File: src/rtl/mul_arb_pkg.sv
// Shared constants, tag type and helpers for the multiplier arbiter.
package mul_arb_pkg;

  localparam int OP_W    = 32;
  localparam int PROD_W  = 64;
  localparam int MAX_REQ = 8;

  // One stage of the tag pipe: marks a live operation and who issued it.
  typedef struct packed {
    logic       valid;
    logic [2:0] id;
  } tag_t;

  // Expand a requester index into a MAX_REQ-wide one-hot vector.
  function automatic logic [MAX_REQ-1:0] onehot(input logic [2:0] id);
    logic [MAX_REQ-1:0] oh;
    oh     = {MAX_REQ{1'b0}};
    oh[id] = 1'b1;
    return oh;
  endfunction

endpackage

File: src/rtl/mul_arbiter_rr.sv
// Round-robin arbiter: one-hot grant to the first active request at or
// after ptr, wrapping modulo N. Purely combinational; en=0 grants nothing.
module rr_arbiter #(
  parameter int N  = 4,
  parameter int PW = (N > 1) ? $clog2(N) : 1
) (
  input  logic [N-1:0]  req,
  input  logic [PW-1:0] ptr,
  input  logic          en,
  output logic [N-1:0]  gnt
);

  // Scan from ptr upward, wrapping once, and grant the first request seen.
  always_comb begin : scan_p
    logic [PW:0] pos;
    logic        found;
    gnt   = {N{1'b0}};
    found = 1'b0;
    pos   = {(PW+1){1'b0}};
    for (int k = 0; k < N; k++) begin
      pos = {1'b0, ptr} + (PW+1)'(k);
      if (pos >= (PW+1)'(N)) begin
        pos = pos - (PW+1)'(N);
      end else begin
        pos = pos;
      end
      if (en && !found && req[pos[PW-1:0]]) begin
        gnt[pos[PW-1:0]] = 1'b1;
        found            = 1'b1;
      end else begin
        found = found;
      end
    end
  end

endmodule

File: src/rtl/mul_arbiter.sv
// Shares one fixed-latency 32x32->64 multiplier among N_REQ requesters.
// Round-robin grants, registered operands, and a {valid,id} tag pipe that
// steers each product back to its issuer LATENCY+1 edges after transfer.
// Optional build macro MUL_ARB_PERF_EN adds per-requester grant counters.
module mul_arbiter
  import mul_arb_pkg::*;
#(
  parameter int N_REQ   = 4,
  parameter int LATENCY = 1
) (
  input  logic                       clk,
  input  logic                       rst_n,
  input  logic                       hold,
  input  logic [N_REQ-1:0]           req_valid,
  output logic [N_REQ-1:0]           req_ready,
  input  logic [OP_W*N_REQ-1:0]      req_a,
  input  logic [OP_W*N_REQ-1:0]      req_b,
  output logic [OP_W-1:0]            mul_a,
  output logic [OP_W-1:0]            mul_b,
  input  logic [PROD_W-1:0]          mul_r,
  output logic [N_REQ-1:0]           rsp_valid,
  output logic [$clog2(N_REQ)-1:0]   rsp_id,
  output logic [PROD_W-1:0]          rsp_r,
  output logic [3:0]                 inflight,
`ifdef MUL_ARB_PERF_EN
  output logic [16*N_REQ-1:0]        grant_cnt,
`endif
  output logic                       idle
);

  localparam int ID_W  = $clog2(N_REQ);
  localparam int DEPTH = LATENCY + 1;

  logic [N_REQ-1:0]  gnt_s;
  logic              en_s;
  logic              xfer_s;
  logic [2:0]        xfer_id_s;
  logic [OP_W-1:0]   op_a_s;
  logic [OP_W-1:0]   op_b_s;
  logic [ID_W-1:0]   ptr_nxt_s;
  tag_t              last_s;
  logic [N_REQ-1:0]  rsp_oh_s;
  logic [3:0]        inflight_nxt_s;

  logic [ID_W-1:0]   rr_ptr_r;
  logic [OP_W-1:0]   mul_a_r;
  logic [OP_W-1:0]   mul_b_r;
  tag_t              tag_r [DEPTH];
  logic [N_REQ-1:0]  rsp_valid_r;
  logic [ID_W-1:0]   rsp_id_r;
  logic [PROD_W-1:0] rsp_r_r;
  logic [3:0]        inflight_r;
  logic              idle_r;

  assign en_s = ~hold;

  rr_arbiter #(.N(N_REQ), .PW(ID_W)) u_rr (
    .req (req_valid),
    .ptr (rr_ptr_r),
    .en  (en_s),
    .gnt (gnt_s)
  );

  assign req_ready = gnt_s;

  // Decode the winning requester into an index and select its operands.
  always_comb begin
    xfer_s    = 1'b0;
    xfer_id_s = 3'd0;
    op_a_s    = {OP_W{1'b0}};
    op_b_s    = {OP_W{1'b0}};
    for (int i = 0; i < N_REQ; i++) begin
      if (gnt_s[i] && req_valid[i]) begin
        xfer_s    = 1'b1;
        xfer_id_s = 3'(i);
        op_a_s    = req_a[i*OP_W +: OP_W];
        op_b_s    = req_b[i*OP_W +: OP_W];
      end else begin
        xfer_s = xfer_s;
      end
    end
  end

  // Pointer moves just past the requester that was served, else it holds.
  always_comb begin
    if (xfer_s) begin
      if (xfer_id_s == 3'(N_REQ - 1)) begin
        ptr_nxt_s = {ID_W{1'b0}};
      end else begin
        ptr_nxt_s = ID_W'(xfer_id_s + 3'd1);
      end
    end else begin
      ptr_nxt_s = rr_ptr_r;
    end
  end

  assign last_s   = tag_r[LATENCY];
  assign rsp_oh_s = N_REQ'(onehot(last_s.id));

  // Occupancy bookkeeping: +1 per transfer, -1 per response strobe.
  always_comb begin
    case ({xfer_s, last_s.valid})
      2'b10:   inflight_nxt_s = inflight_r + 4'd1;
      2'b01:   inflight_nxt_s = inflight_r - 4'd1;
      default: inflight_nxt_s = inflight_r;
    endcase
  end

  // Register operands toward the multiplier and advance the round-robin pointer.
  always_ff @(posedge clk or negedge rst_n) begin
    if (!rst_n) begin
      mul_a_r  <= {OP_W{1'b0}};
      mul_b_r  <= {OP_W{1'b0}};
      rr_ptr_r <= {ID_W{1'b0}};
    end else if (xfer_s) begin
      mul_a_r  <= op_a_s;
      mul_b_r  <= op_b_s;
      rr_ptr_r <= ptr_nxt_s;
    end else begin
      mul_a_r  <= mul_a_r;
      mul_b_r  <= mul_b_r;
      rr_ptr_r <= rr_ptr_r;
    end
  end

  // Tag pipe shifts every cycle without stalling, mirroring multiplier latency.
  always_ff @(posedge clk or negedge rst_n) begin
    if (!rst_n) begin
      for (int j = 0; j < DEPTH; j++) begin
        tag_r[j] <= tag_t'(4'b0000);
      end
    end else begin
      tag_r[0] <= '{valid: xfer_s, id: xfer_id_s};
      for (int j = 1; j < DEPTH; j++) begin
        tag_r[j] <= tag_r[j-1];
      end
    end
  end

  // Capture the product when the oldest tag is live; otherwise just drop the strobe.
  always_ff @(posedge clk or negedge rst_n) begin
    if (!rst_n) begin
      rsp_valid_r <= {N_REQ{1'b0}};
      rsp_id_r    <= {ID_W{1'b0}};
      rsp_r_r     <= {PROD_W{1'b0}};
    end else if (last_s.valid) begin
      rsp_valid_r <= rsp_oh_s;
      rsp_id_r    <= ID_W'(last_s.id);
      rsp_r_r     <= mul_r;
    end else begin
      rsp_valid_r <= {N_REQ{1'b0}};
      rsp_id_r    <= rsp_id_r;
      rsp_r_r     <= rsp_r_r;
    end
  end

  // Track outstanding operations and the registered idle flag.
  always_ff @(posedge clk or negedge rst_n) begin
    if (!rst_n) begin
      inflight_r <= 4'd0;
      idle_r     <= 1'b1;
    end else begin
      inflight_r <= inflight_nxt_s;
      idle_r     <= (inflight_nxt_s == 4'd0);
    end
  end

  assign mul_a     = mul_a_r;
  assign mul_b     = mul_b_r;
  assign rsp_valid = rsp_valid_r;
  assign rsp_id    = rsp_id_r;
  assign rsp_r     = rsp_r_r;
  assign inflight  = inflight_r;
  assign idle      = idle_r;

`ifdef MUL_ARB_PERF_EN
  logic [15:0] cnt_r [N_REQ];

  // Saturating per-requester transfer counters, cleared while hold is high.
  always_ff @(posedge clk or negedge rst_n) begin
    if (!rst_n) begin
      for (int i = 0; i < N_REQ; i++) begin
        cnt_r[i] <= 16'h0000;
      end
    end else begin
      for (int i = 0; i < N_REQ; i++) begin
        if (hold) begin
          cnt_r[i] <= 16'h0000;
        end else if (gnt_s[i] && req_valid[i] && (cnt_r[i] != 16'hFFFF)) begin
          cnt_r[i] <= cnt_r[i] + 16'd1;
        end else begin
          cnt_r[i] <= cnt_r[i];
        end
      end
    end
  end

  for (genvar g = 0; g < N_REQ; g++) begin : g_cnt
    assign grant_cnt[g*16 +: 16] = cnt_r[g];
  end
`endif

endmodule

File: config.mk
export PLATFORM = sky130hd
export DESIGN_NAME = mul_arbiter
export DESIGN_NICKNAME = d
export VERILOG_FILES = /design/src/rtl/mul_arb_pkg.sv /design/src/rtl/mul_arbiter_rr.sv /design/src/rtl/mul_arbiter.sv
export SDC_FILE = /design/constraint.sdc
export NUM_CORES = 1
export LEC_CHECK = 0
export BUFFER_PORTS_ARGS = -buffer_cell sky130_fd_sc_hd__clkbuf_2
export CAP_MARGIN = 10
export CORE_AREA = 3 3 179 181
export CTS_CLUSTER_SIZE = 25
export DETAILED_ROUTE_END_ITERATION = 7
export DIE_AREA = 0 0 182 184
export HOLD_SLACK_MARGIN = 0.03
export PLACE_DENSITY = 0.6
export SYNTH_ARGS = -nofsm -noshare
export SYNTH_HDL_FRONTEND = slang
export SYNTH_SLANG_ARGS = --single-unit
File: constraint.sdc
create_clock -name clk -period 7.85 [get_ports clk]
set_clock_uncertainty 0.1 [all_clocks]
set_input_delay 0.785 -clock clk [delete_from_list [all_inputs] [get_ports clk]]
set_output_delay 0.785 -clock clk [all_outputs]
set_load 0.01 [all_outputs]
==> run metrics, run 1 <==
Tmin final=5180 ps; drt initial violations=433; drt drc=0; Remaining Overflow, GRT=0; Die Y=184 um; CTS Buffer Depth=2; global-route wire length before repair=43,600 um; Tot GR Track Use=16.6%; Slew HR=40.2%; Worst VDD drop=0.155 mV; Ys Warns=0; Synth Register Bits=147; cts bufs inserted=17; leading post-synthesis cells by cell area=dfrtp_1, mux2_2, a2bb2oi_1, o21ai_1, o21ai_0; Worst-path clk slew=70 ps; Die ar.=33,500 um2; I/O pins=470; syn nets=1,087; Post-synth EDFFs=0; Crit Path Category=reg2reg; vias per std cell=4.78; Slew @ Worst Pin=897 ps; fin util=35.2%; fmax=193 MHz; CP Capture Type=flop; pin count of the biggest net entering global routing=83; Routed Antenna Nets=0; Leak Pwr=5.16 nW; worst path arrival time=5400 ps; post-cts hold buffer count=0; postcts setup bufs=0; site row count=64; synthesized instance count=748; fin nets=1,517; routed len/inst=18.0 um; Final Cycle Share=65.9%; accumulated negative setup slack=0 ps; CTS Sinks=147; placed wire-length estimate=21,500 um; critical path data required time=8070 ps; vias in the first global route=7,795; Skew-Pair Late Insertion Delay=420 ps; Clock Root Buffer=clkbuf_16; synth-to-layout area growth=41.2%; Yosys top cell area share=47.9%; Hold Crit Class=reg2reg; launch point of the worst path=rr_ptr_r[0]$_DFFE_PN0P_; GPL Wtd Cong=0.836; Mapped Area=7620 um2; H-tree depth=4; hold path startpoint=tag_r[5]$_DFF_PN0_; Post-Route WL=28,600 um; top_reg_cell synth=dfrtp_1; IO Port Bufs=469; # fillers=3,194; MaxCap Viol Count=0; TritonRoute pass-1 iters=4; top-count cell post-synth=dfrtp_1; Power Dens Cells=396 nW/um2; register area=3680 um2; Die X=182 um; sequential share of the synthesized area=48.3%; count of cell types in the netlist=48; CTS tree=built; r2r startpoint=rr_ptr_r[0]$_DFFE_PN0P_; async set-or-reset flop fraction in the synthesized netlist=100%; endpoints failing setup=0; startpoint class of the critical path=flop; multi-input logic area=3580 um2; initial antenna violation count=3; Starting Density=24.9%; Hold Fails Final Rpt=0; top post-synthesis cells by count=dfrtp_1, o21ai_1, o21ai_0; core footprint=30,600 um2; crit path max fanout=66; Avg Cell Area, Syn=10.2 um2; top cell type by total area after synthesis=dfrtp_1; CTS resizes=0; vias=7,584; Max Slew Vio Count=0; share of post-route cells with drive strength above 1=50.3%; status=completed; RSZ-0062 raised after global routing=no
power breakdown:
| group | switching, mW | total [mW] | internal [mW] |
|---|---|---|---|
| Clock | 0.357 | 0.789 | 0.432 |
| Sequential | 0.240 | 1.40 | 1.16 |
| Combinational | 1.16 | 2.07 | 0.913 |
per-stage QoR:
| stage | power [mW] | std cells | setup WS, ps | hold slack (ps) | instance area (um2) |
|---|---|---|---|---|---|
| finish | 4.26 | 1588 | 2670 | 256 | 10800 |
| global route | 4.60 | 1587 | 2230 | 266 | 10800 |
| CTS | 4.32 | 1587 | 2670 | 256 | 10800 |
| detailed placement | 3.51 | 1555 | 2680 | 242 | 10200 |
| global placement | 3.47 | 1555 | 2830 | 234 | 10200 |
| floorplan | 2.70 | 748 | 3950 | 231 | 7620 |
flip-flops by register name, indices dropped and copies added, names as in the netlist:
register / flops
mul_b: 32
tag_r: 3
last_s: 3
idle: 1
rsp_valid: 4
mul_a: 32
inflight: 4
rr_ptr_r: 2
rsp_r: 64
rsp_id: 2
logic make-up (layout without fill, tap and decap cells):
family | after synthesis | after routing | share of synthesized area, %
AOI/OAI and AO/OA | 275 | 275 | 21.9
xor gates and xnor gates | 4 | 4 | 0.460
adders and majority gates | 12 | 12 | 2.07
buffers and inverters | 71 | 514 | 5.25
DFF | 147 | 147 | 48.3
muxes | 72 | 72 | 11.2
other | 0 | 1 | 0
and+or+nand+nor | 167 | 167 | 10.8
worst max-delay path, stage by stage (launching register included):
cell	delay (ps)
dfrtp_1	610
inv_1	180
ha_1	360
mux4_2	450
nor3b_1	610
a221o_1	310
and2_2	150
buf_4	610
nor2_1	170
ha_1	310
ha_1	310
a21o_1	170
a21oi_1	160
xor2_1	160
nor2_1	70
xor2_1	150
nor4_1	190
cell type report:
type,instances,share of cell area (%)
clock buffer,19,4.21
tap,396,4.60
timing repair buffer,478,22.5
inverter,4,0.140
multi-input combinational,530,33.3
clock inverter,13,1.06
antenna,1,0.0233
sequential,147,34.2
metal layers:
layer	share of wire (%)	vias to the layer above	global-route usage, %	wire (um)
met5	0.045	-	0	13
met4	2.6	2	5.82	741
met3	8.2	37	4.23	2350
met2	50	387	28.8	14200
met1	40	3552	20.0	11300
li1	-	3606	-	-
placed cells by master (no fill, tap or decap), drive strengths merged, types with 2 or more instances in the layout:
| cell | instances |
|---|---|
| dfrtp | 146 |
| nand3b | 4 |
| inv | 11 |
| clkbuf | 487 |
| mux4 | 4 |
| xor2 | 2 |
| and2 | 2 |
| nand2b | 2 |
| o31ai | 2 |
| nor4b | 2 |
| a21oi | 8 |
| or3 | 2 |
| a221o | 2 |
| nor4 | 2 |
| nor3 | 66 |
| o21ai | 195 |
| buf | 10 |
| mux2i | 2 |
| xnor2 | 2 |
| nor2 | 6 |
| nor3b | 2 |
| ha | 11 |
| a2bb2oi | 64 |
| clkinv | 2 |
| clkinvlp | 4 |
| nand2 | 74 |
| mux2 | 66 |
path summary, 6_finish.rpt:
kind | end | slack, ps | depth (start not counted)
setup / recovery | idle$_DFF_PN1_ | 2670 | 16
hold / removal | last_s[1]$_DFF_PN0_ | 260 | 0
setup reg to reg | idle$_DFF_PN1_ | 2670 | 16
hold reg to reg | last_s[1]$_DFF_PN0_ | 260 | 0
max in group asynchronous | last_s[3]$_DFF_PN0_ | 5910 | 2
min in group asynchronous | rsp_r[28]$_DFFE_PN0P_ | 300 | 1
No activity file was read; power rests on OpenSTA's default activity.
==> inputs of run 2 (changes only) <==
==> constraint.sdc (replaced) <==
create_clock -name clk -period 4.89 [get_ports clk]
set_clock_uncertainty 0.1 [all_clocks]
set_input_delay 0.489 -clock clk [delete_from_list [all_inputs] [get_ports clk]]
set_output_delay 0.489 -clock clk [all_outputs]
set_load 0.01 [all_outputs]
==> run metrics, run 2 (synthesis gave the netlist of run 1 again) <==
critical path data required time=5090 ps (was 8070 ps); startpoint class of the critical path=flop (unchanged); Logic pwr share=48.6% (about the same); Skew-Pair Late Insertion Delay=420 ps (about the same); vias=7,563 (was 7,584); MaxCap Viol Count=0 (unchanged); placed wire-length estimate=21,700 um (was 21,500 um); Hold Fails Final Rpt=0 (unchanged); share of post-route cells with drive strength above 1=50.3% (about the same); register area=3680 um2 (unchanged); r2r startpoint=rr_ptr_r[0]$_DFFE_PN0P_ (unchanged); H-tree depth=4 (unchanged); global-route wire length before repair=43,700 um (was 43,600 um); fin util=35.3% (was 35.2%); Routed Antenna Nets=0 (unchanged); met1 GRT Util=20.3% (was 20.0%); Hold Crit Class=in2reg (was reg2reg); status=completed (unchanged); CTS Buffer Depth=2 (unchanged); # fillers=3,156 (was 3,194); Starting Density=24.9% (unchanged); routed len/inst=18.0 um (about the same); Total Power=6.85 mW (was 4.26 mW); Final Cycle Share=87.8% (was 65.9%); Die ar.=33,500 um2 (unchanged); Clock power frac=18.6% (was 18.5%); CTS resizes=0 (unchanged); I/O pins=470 (unchanged); accumulated negative setup slack=0 ps (unchanged); Die X=182 um (unchanged); most common cell after layout, fill and taps aside=clkbuf_2 (unchanged); CTS tree=built (unchanged); endpoints failing setup=0 (unchanged); core footprint=30,600 um2 (unchanged); met3 Use GR=3.66% (was 4.23%); vias in the first global route=7,719 (was 7,795); Remaining Overflow, GRT=0 (unchanged); most frequent cells in the layout=clkbuf_2, dfrtp_1, o21ai_1 (unchanged); worst path arrival time=4500 ps (was 5400 ps); pin count of the biggest net entering global routing=84 (was 83); fmax=233 MHz (was 193 MHz); Tmin final=4300 ps (was 5180 ps); Crit Path Category=reg2reg (unchanged); hold path startpoint=req_b[96] (was tag_r[5]$_DFF_PN0_); cts bufs inserted=17 (unchanged); post-cts hold buffer count=1 (was 0); grt met2 use=29.3% (was 28.8%); RSZ-0062 raised after global routing=no (unchanged); Slew @ Worst Pin=903 ps (was 897 ps); vias per std cell=4.76 (was 4.78); drt initial violations=394 (was 433); Post-Route WL=28,600 um (about the same); site row count=64 (unchanged); CTS Sinks=147 (unchanged); Ant. Diodes=0 (was 1); CP Capture Type=flop (unchanged); Worst-path clk slew=70 ps (about the same); postcts setup bufs=0 (unchanged); Tot GR Track Use=16.6% (about the same); Power Dens Cells=634 nW/um2 (was 396 nW/um2); TritonRoute pass-1 iters=5 (was 4); initial antenna violation count=0 (was 3); launch point of the worst path=rr_ptr_r[0]$_DFFE_PN0P_ (unchanged); max FFs per register=64 (unchanged); multi-input logic area=3580 um2 (unchanged); Sw Share=41.2% (about the same); Die Y=184 um (unchanged); crit path max fanout=12 (was 66); Worst VDD drop=0.382 mV (was 0.155 mV); Leak Pwr=5.18 nW (was 5.16 nW); net switching power=2.82 mW (was 1.75 mW); Slew HR=39.8% (was 40.2%); IO Port Bufs=469 (unchanged); Max Slew Vio Count=0 (unchanged); fin nets=1,519 (was 1,517); busiest grt layer=met2 (unchanged); synth-to-layout area growth=41.7% (was 41.2%); drt drc=0 (unchanged); Internal=4.03 mW (was 2.50 mW); Reg power frac=32.8% (about the same); GPL Wtd Cong=0.842 (was 0.836); Clock Root Buffer=clkbuf_16 (unchanged)
[run 2: changes by cell type in the layout (fill, tap and decap cells not counted)]
cell | previous run | this run
buf_12 | 0 | 2
buf_4 | 9 | 8
diode_2 | 1 | 0
dlygate4sd3_1 | 0 | 1
inv_6 | 5 | 4
inv_8 | 2 | 3
[run 2: metrics by stage]
stage               hold slack, ps  setup WS, ps  instance area, um2  std cells
finish                         174           594               10800       1589
global route                   152           251               10800       1589
detailed placement             235           549               10200       1556
floorplan                     93.4           993                7620        748
global placement               232           796               10200       1556
CTS                            148           548               10800       1589
[run 2: power by group through the flow]
| stage | Sequential, mW | Clock (mW) | Combinational [mW] |
|---|---|---|---|
| 2_1_floorplan | 2.45 | 0 | 1.89 |
| 3_3_place_gp | 2.25 | 0 | 3.32 |
| 3_5_place_dp | 2.26 | 0 | 3.39 |
| 4_1_cts | 2.25 | 1.32 | 3.38 |
| 5_1_grt | 2.33 | 1.38 | 3.67 |
| 6_report | 2.25 | 1.27 | 3.33 |
[run 2: path summary, 6_finish.rpt]
| check | endpoint | slack (ps) | cells after the start |
|---|---|---|---|
| hold reg to reg | last_s[1]$_DFF_PN0_ | 250 | 0 |
| max in group asynchronous | last_s[3]$_DFF_PN0_ | 3260 | 3 |
| min in group asynchronous | rsp_r[6]$_DFFE_PN0P_ | 510 | 2 |
| setup reg to reg | idle$_DFF_PN1_ | 590 | 16 |
| setup / recovery | idle$_DFF_PN1_ | 590 | 16 |
| hold / removal | mul_b[0]$_DFFE_PN0P_ | 170 | 3 |
[run 2: worst max-delay path: stages (launching register included)]
cell,delay [ps]
dfrtp_1,620
inv_1,180
ha_1,360
mux4_2,420
nor3b_1,90
buf_4,170
a221o_1,340
and2_2,210
nor2_1,180
ha_1,280
ha_1,270
a21o_1,150
a21oi_1,180
xor2_1,160
nor2_1,60
xor2_1,150
nor4_1,240
[run 2: area by class of cell]
| type | instances | area share (%) |
|---|---|---|
| flip-flops and latches | 147 | 34.1 |
| multi-input cells | 530 | 33.1 |
| clock buffers | 19 | 4.19 |
| well taps | 396 | 4.59 |
| inverters | 4 | 0.139 |
| repair buffers | 480 | 22.8 |
| clock inverters | 13 | 1.08 |
[run 2: layer usage]
metal  share of wire [%]  routed length (um)
met5                   0                   0
met4                 1.6                 452
met3                 7.0                2010
met2                  50               14400
met1                  41               11700
==> inputs of run 3 (changes only) <==
--- a/config.mk
+++ b/config.mk
@@ -5,14 +5,16 @@
 export SDC_FILE = /design/constraint.sdc
 export NUM_CORES = 1
 export LEC_CHECK = 0
+export ABC_AREA = 1
 export BUFFER_PORTS_ARGS = -buffer_cell sky130_fd_sc_hd__clkbuf_2
 export CAP_MARGIN = 10
-export CORE_AREA = 3 3 179 181
+export CORE_AREA = 3 3 182 184
 export CTS_CLUSTER_SIZE = 25
 export DETAILED_ROUTE_END_ITERATION = 7
-export DIE_AREA = 0 0 182 184
+export DIE_AREA = 0 0 185 187
 export HOLD_SLACK_MARGIN = 0.03
-export PLACE_DENSITY = 0.6
+export PLACE_DENSITY = 0.63
+export SKIP_LAST_GASP = 1
 export SYNTH_ARGS = -nofsm -noshare
 export SYNTH_HDL_FRONTEND = slang
 export SYNTH_SLANG_ARGS = --single-unit
==> run metrics, run 3 <==
Hold Crit Class=in2reg (unchanged); fin nets=1,932 (was 1,519); cts bufs inserted=17 (unchanged); top cell type by total area after synthesis=dfrtp_1 (unchanged); CTS Buffer Depth=2 (unchanged); Yosys top cell area share=41.2% (was 47.9%); Worst VDD drop=0.412 mV (was 0.382 mV); leading post-synthesis cells by cell area=dfrtp_1, nand2_1, nand3_1, mux2_2, inv_1 (was dfrtp_1, mux2_2, a2bb2oi_1, o21ai_1, o21ai_0); vias in the first global route=9,211 (was 7,719); Ys Warns=0 (unchanged); placed wire-length estimate=23,800 um (was 21,700 um); Die Y=187 um (was 184 um); IO Port Bufs=469 (unchanged); fin area=11,900 um2 (was 10,800 um2); Avg Cell Area, Syn=7.63 um2 (was 10.2 um2); Synth Register Bits=147 (unchanged); fmax=269 MHz (was 233 MHz); Starting Density=28.1% (was 24.9%); Tot GR Track Use=18.2% (was 16.6%); accumulated negative setup slack=0 ps (unchanged); endpoints failing setup=0 (unchanged); Remaining Overflow, GRT=0 (unchanged); core footprint=31,600 um2 (was 30,600 um2); share of post-route cells with drive strength above 1=39.1% (was 50.3%); CP Cell Sequence=inv_1 > ha_1 > inv_1 > nand3_2 > nand2_1 > inv_2 > nor2_8 > nand3_1 > nand3_4 > buf_4 > clkbuf_2 (was inv_1 > ha_1 > mux4_2 > nor3b_1 > buf_4 > a221o_1 > and2_2 > nor2_1 > ha_1 > ha_1 > a21o_1 > a21oi_1 > xor2_1 > nor2_1 > xor2_1 > nor4_1); CP Capture Type=output pin (was flop); most common cell after layout, fill and taps aside=clkbuf_2 (unchanged); Power Dens Cells=618 nW/um2 (was 634 nW/um2); site row count=65 (was 64); CTS resizes=0 (unchanged); Buf+Inv Stages, Crit Path=5 (was 2); drt initial violations=393 (was 394); synthesized instance count=1,162 (was 748); async set-or-reset flop fraction in the synthesized netlist=100% (unchanged); sequential share of the synthesized area=41.5% (was 48.3%); TritonRoute pass-1 iters=4 (was 5); Clock Root Buffer=clkbuf_16 (unchanged); Ant. Diodes=0 (unchanged); Routed Antenna Nets=0 (unchanged); slowest cell on the critical path=buf_4 (was dfrtp_1); routed len/inst=16.0 um (was 18.0 um); initial antenna violation count=2 (was 0); Worst-path clk slew=70 ps (about the same); worst path arrival time=3130 ps (was 4500 ps); I/O pins=470 (unchanged); most frequent CP cell=inv_1 (was ha_1); global-route wire length before repair=49,800 um (was 43,700 um); count of cell types in the netlist=34 (was 48); Final Cycle Share=76.2% (was 87.8%); syn nets=1,501 (was 1,087); top_reg_cell synth=dfrtp_1 (unchanged); Hold Fails Final Rpt=0 (unchanged); top-count cell post-synth=nand2_1 (was dfrtp_1); MaxCap Viol Count=0 (unchanged); Tmin final=3720 ps (was 4300 ps); CTS tree=built (unchanged); Slew HR=20.2% (was 39.8%); RSZ-0062 raised after global routing=no (unchanged); critical path data required time=4300 ps (was 5090 ps); Max Slew Vio Count=0 (unchanged); Leak Pwr=6.85 nW (was 5.18 nW); CTS Sinks=147 (unchanged); DP Area=11,300 um2 (was 10,200 um2); Post-Route WL=32,100 um (was 28,600 um); critical path's top delay family=buffers and inverters (was adder cells); max FFs per register=64 (unchanged); GPL Wtd Cong=0.844 (was 0.842); worst stage delay on the critical path=640 ps (was 620 ps); Slew @ Worst Pin=1200 ps (was 903 ps); pin count of the biggest net entering global routing=77 (was 84); Die X=185 um (was 182 um); top post-synthesis cells by count=nand2_1, nand3_1, dfrtp_1 (was dfrtp_1, o21ai_1, o21ai_0); fin util=37.8% (was 35.3%); vias per std cell=4.58 (was 4.76); Mapped Area=8870 um2 (was 7620 um2); postcts setup bufs=0 (unchanged); H-tree depth=4 (unchanged); Skew-Pair Late Insertion Delay=430 ps (was 420 ps); crit path max fanout=65 (was 12); status=completed (unchanged); Die ar.=34,600 um2 (was 33,500 um2); vias=9,205 (was 7,563); drt drc=0 (unchanged); Post-synth EDFFs=0 (unchanged); most frequent cells in the layout=clkbuf_2, nand2_1, nand3_1 (was clkbuf_2, dfrtp_1, o21ai_1); Crit Path Category=reg2out (was reg2reg); synth-to-layout area growth=34.4% (was 41.7%); startpoint class of the critical path=flop (unchanged)
## run 3: kinds of logic (layout without fill, tap and decap cells)
| group | Yosys count | in the layout | synth area share (%) |
|---|---|---|---|
| buf+inv | 214 | 658 | 11.5 |
| compound gates | 9 | 9 | 0.565 |
| xor+xnor | 3 | 3 | 0.296 |
| mux | 64 | 64 | 8.13 |
| fa+ha+maj | 12 | 12 | 1.78 |
| simple gates | 713 | 713 | 36.2 |
| flops | 147 | 147 | 41.5 |
## run 3: metrics by stage
step	std cells	power (mW)	hold WS [ps]	setup WS (ps)
2_1_floorplan	1162	4.76	93.4	1380
3_3_place_gp	1975	6.09	232	1370
3_5_place_dp	1975	6.17	235	1230
4_1_cts	2008	7.48	162	1160
5_1_grt	2008	8.03	165	821
6_report	2008	7.36	189	1170
## run 3: worst paths after layout
check / from / endpoint / slack, ps / cells past startpoint
setup / recovery: rr_ptr_r[1]$_DFFE_PN0P_ / req_ready[2] / 1170 / 11
hold / removal: mul_r[16] / rsp_r[16]$_DFFE_PN0P_ / 190 / 2
setup reg to reg: rr_ptr_r[1]$_DFFE_PN0P_ / idle$_DFF_PN1_ / 1210 / 21
hold reg to reg: tag_r[7]$_DFF_PN0_ / last_s[3]$_DFF_PN0_ / 250 / 0
max in group asynchronous: rst_n / idle$_DFF_PN1_ / 3100 / 3
min in group asynchronous: rst_n / rsp_r[28]$_DFFE_PN0P_ / 560 / 2
## run 3: worst reg2reg max path: cells and delay by family, from the launching register on
kind	cells	cell delay, ps
AND/OR/NAND/NOR	9	1030
adder cells (fa/ha/maj)	3	880
flip-flops	1	510
AO/OA/AOI/OAI	4	480
buffers and inverters	4	410
XOR/XNOR	1	160
## run 3: timing repair
action	CTS	global route
setup endpoints to repair	0	0
hold endpoints to repair	74	0
hold buffers	1	0
## run 3: layout make-up
class | count | area, um2
multi-input combinational | 801 | 4170
fill | 3317 | 19600
inverter | 144 | 541
clock buffer | 17 | 425
clock inverter | 15 | 141
tap | 402 | 503
timing repair buffer | 482 | 2450
sequential | 147 | 3680
## run 3: routing by layer
metal | global-route usage, % | wire (um) | vias up | share of wire [%]
met2 | 31.7 | 15900 | 416 | 49
met1 | 21.1 | 12500 | 4271 | 39
li1 | - | - | 4473 | -
met5 | 0 | 13 | - | 0.040
met4 | 6.18 | 826 | 2 | 2.6
met3 | 5.45 | 2880 | 43 | 9.0
## run 3: where the power goes
| part | leakage [nW] | internal (mW) | switching [mW] |
|---|---|---|---|
| clock | 0.269 | 0.672 | 0.608 |
| sequential | 1.77 | 1.86 | 0.356 |
| combinational | 4.81 | 1.49 | 2.38 |
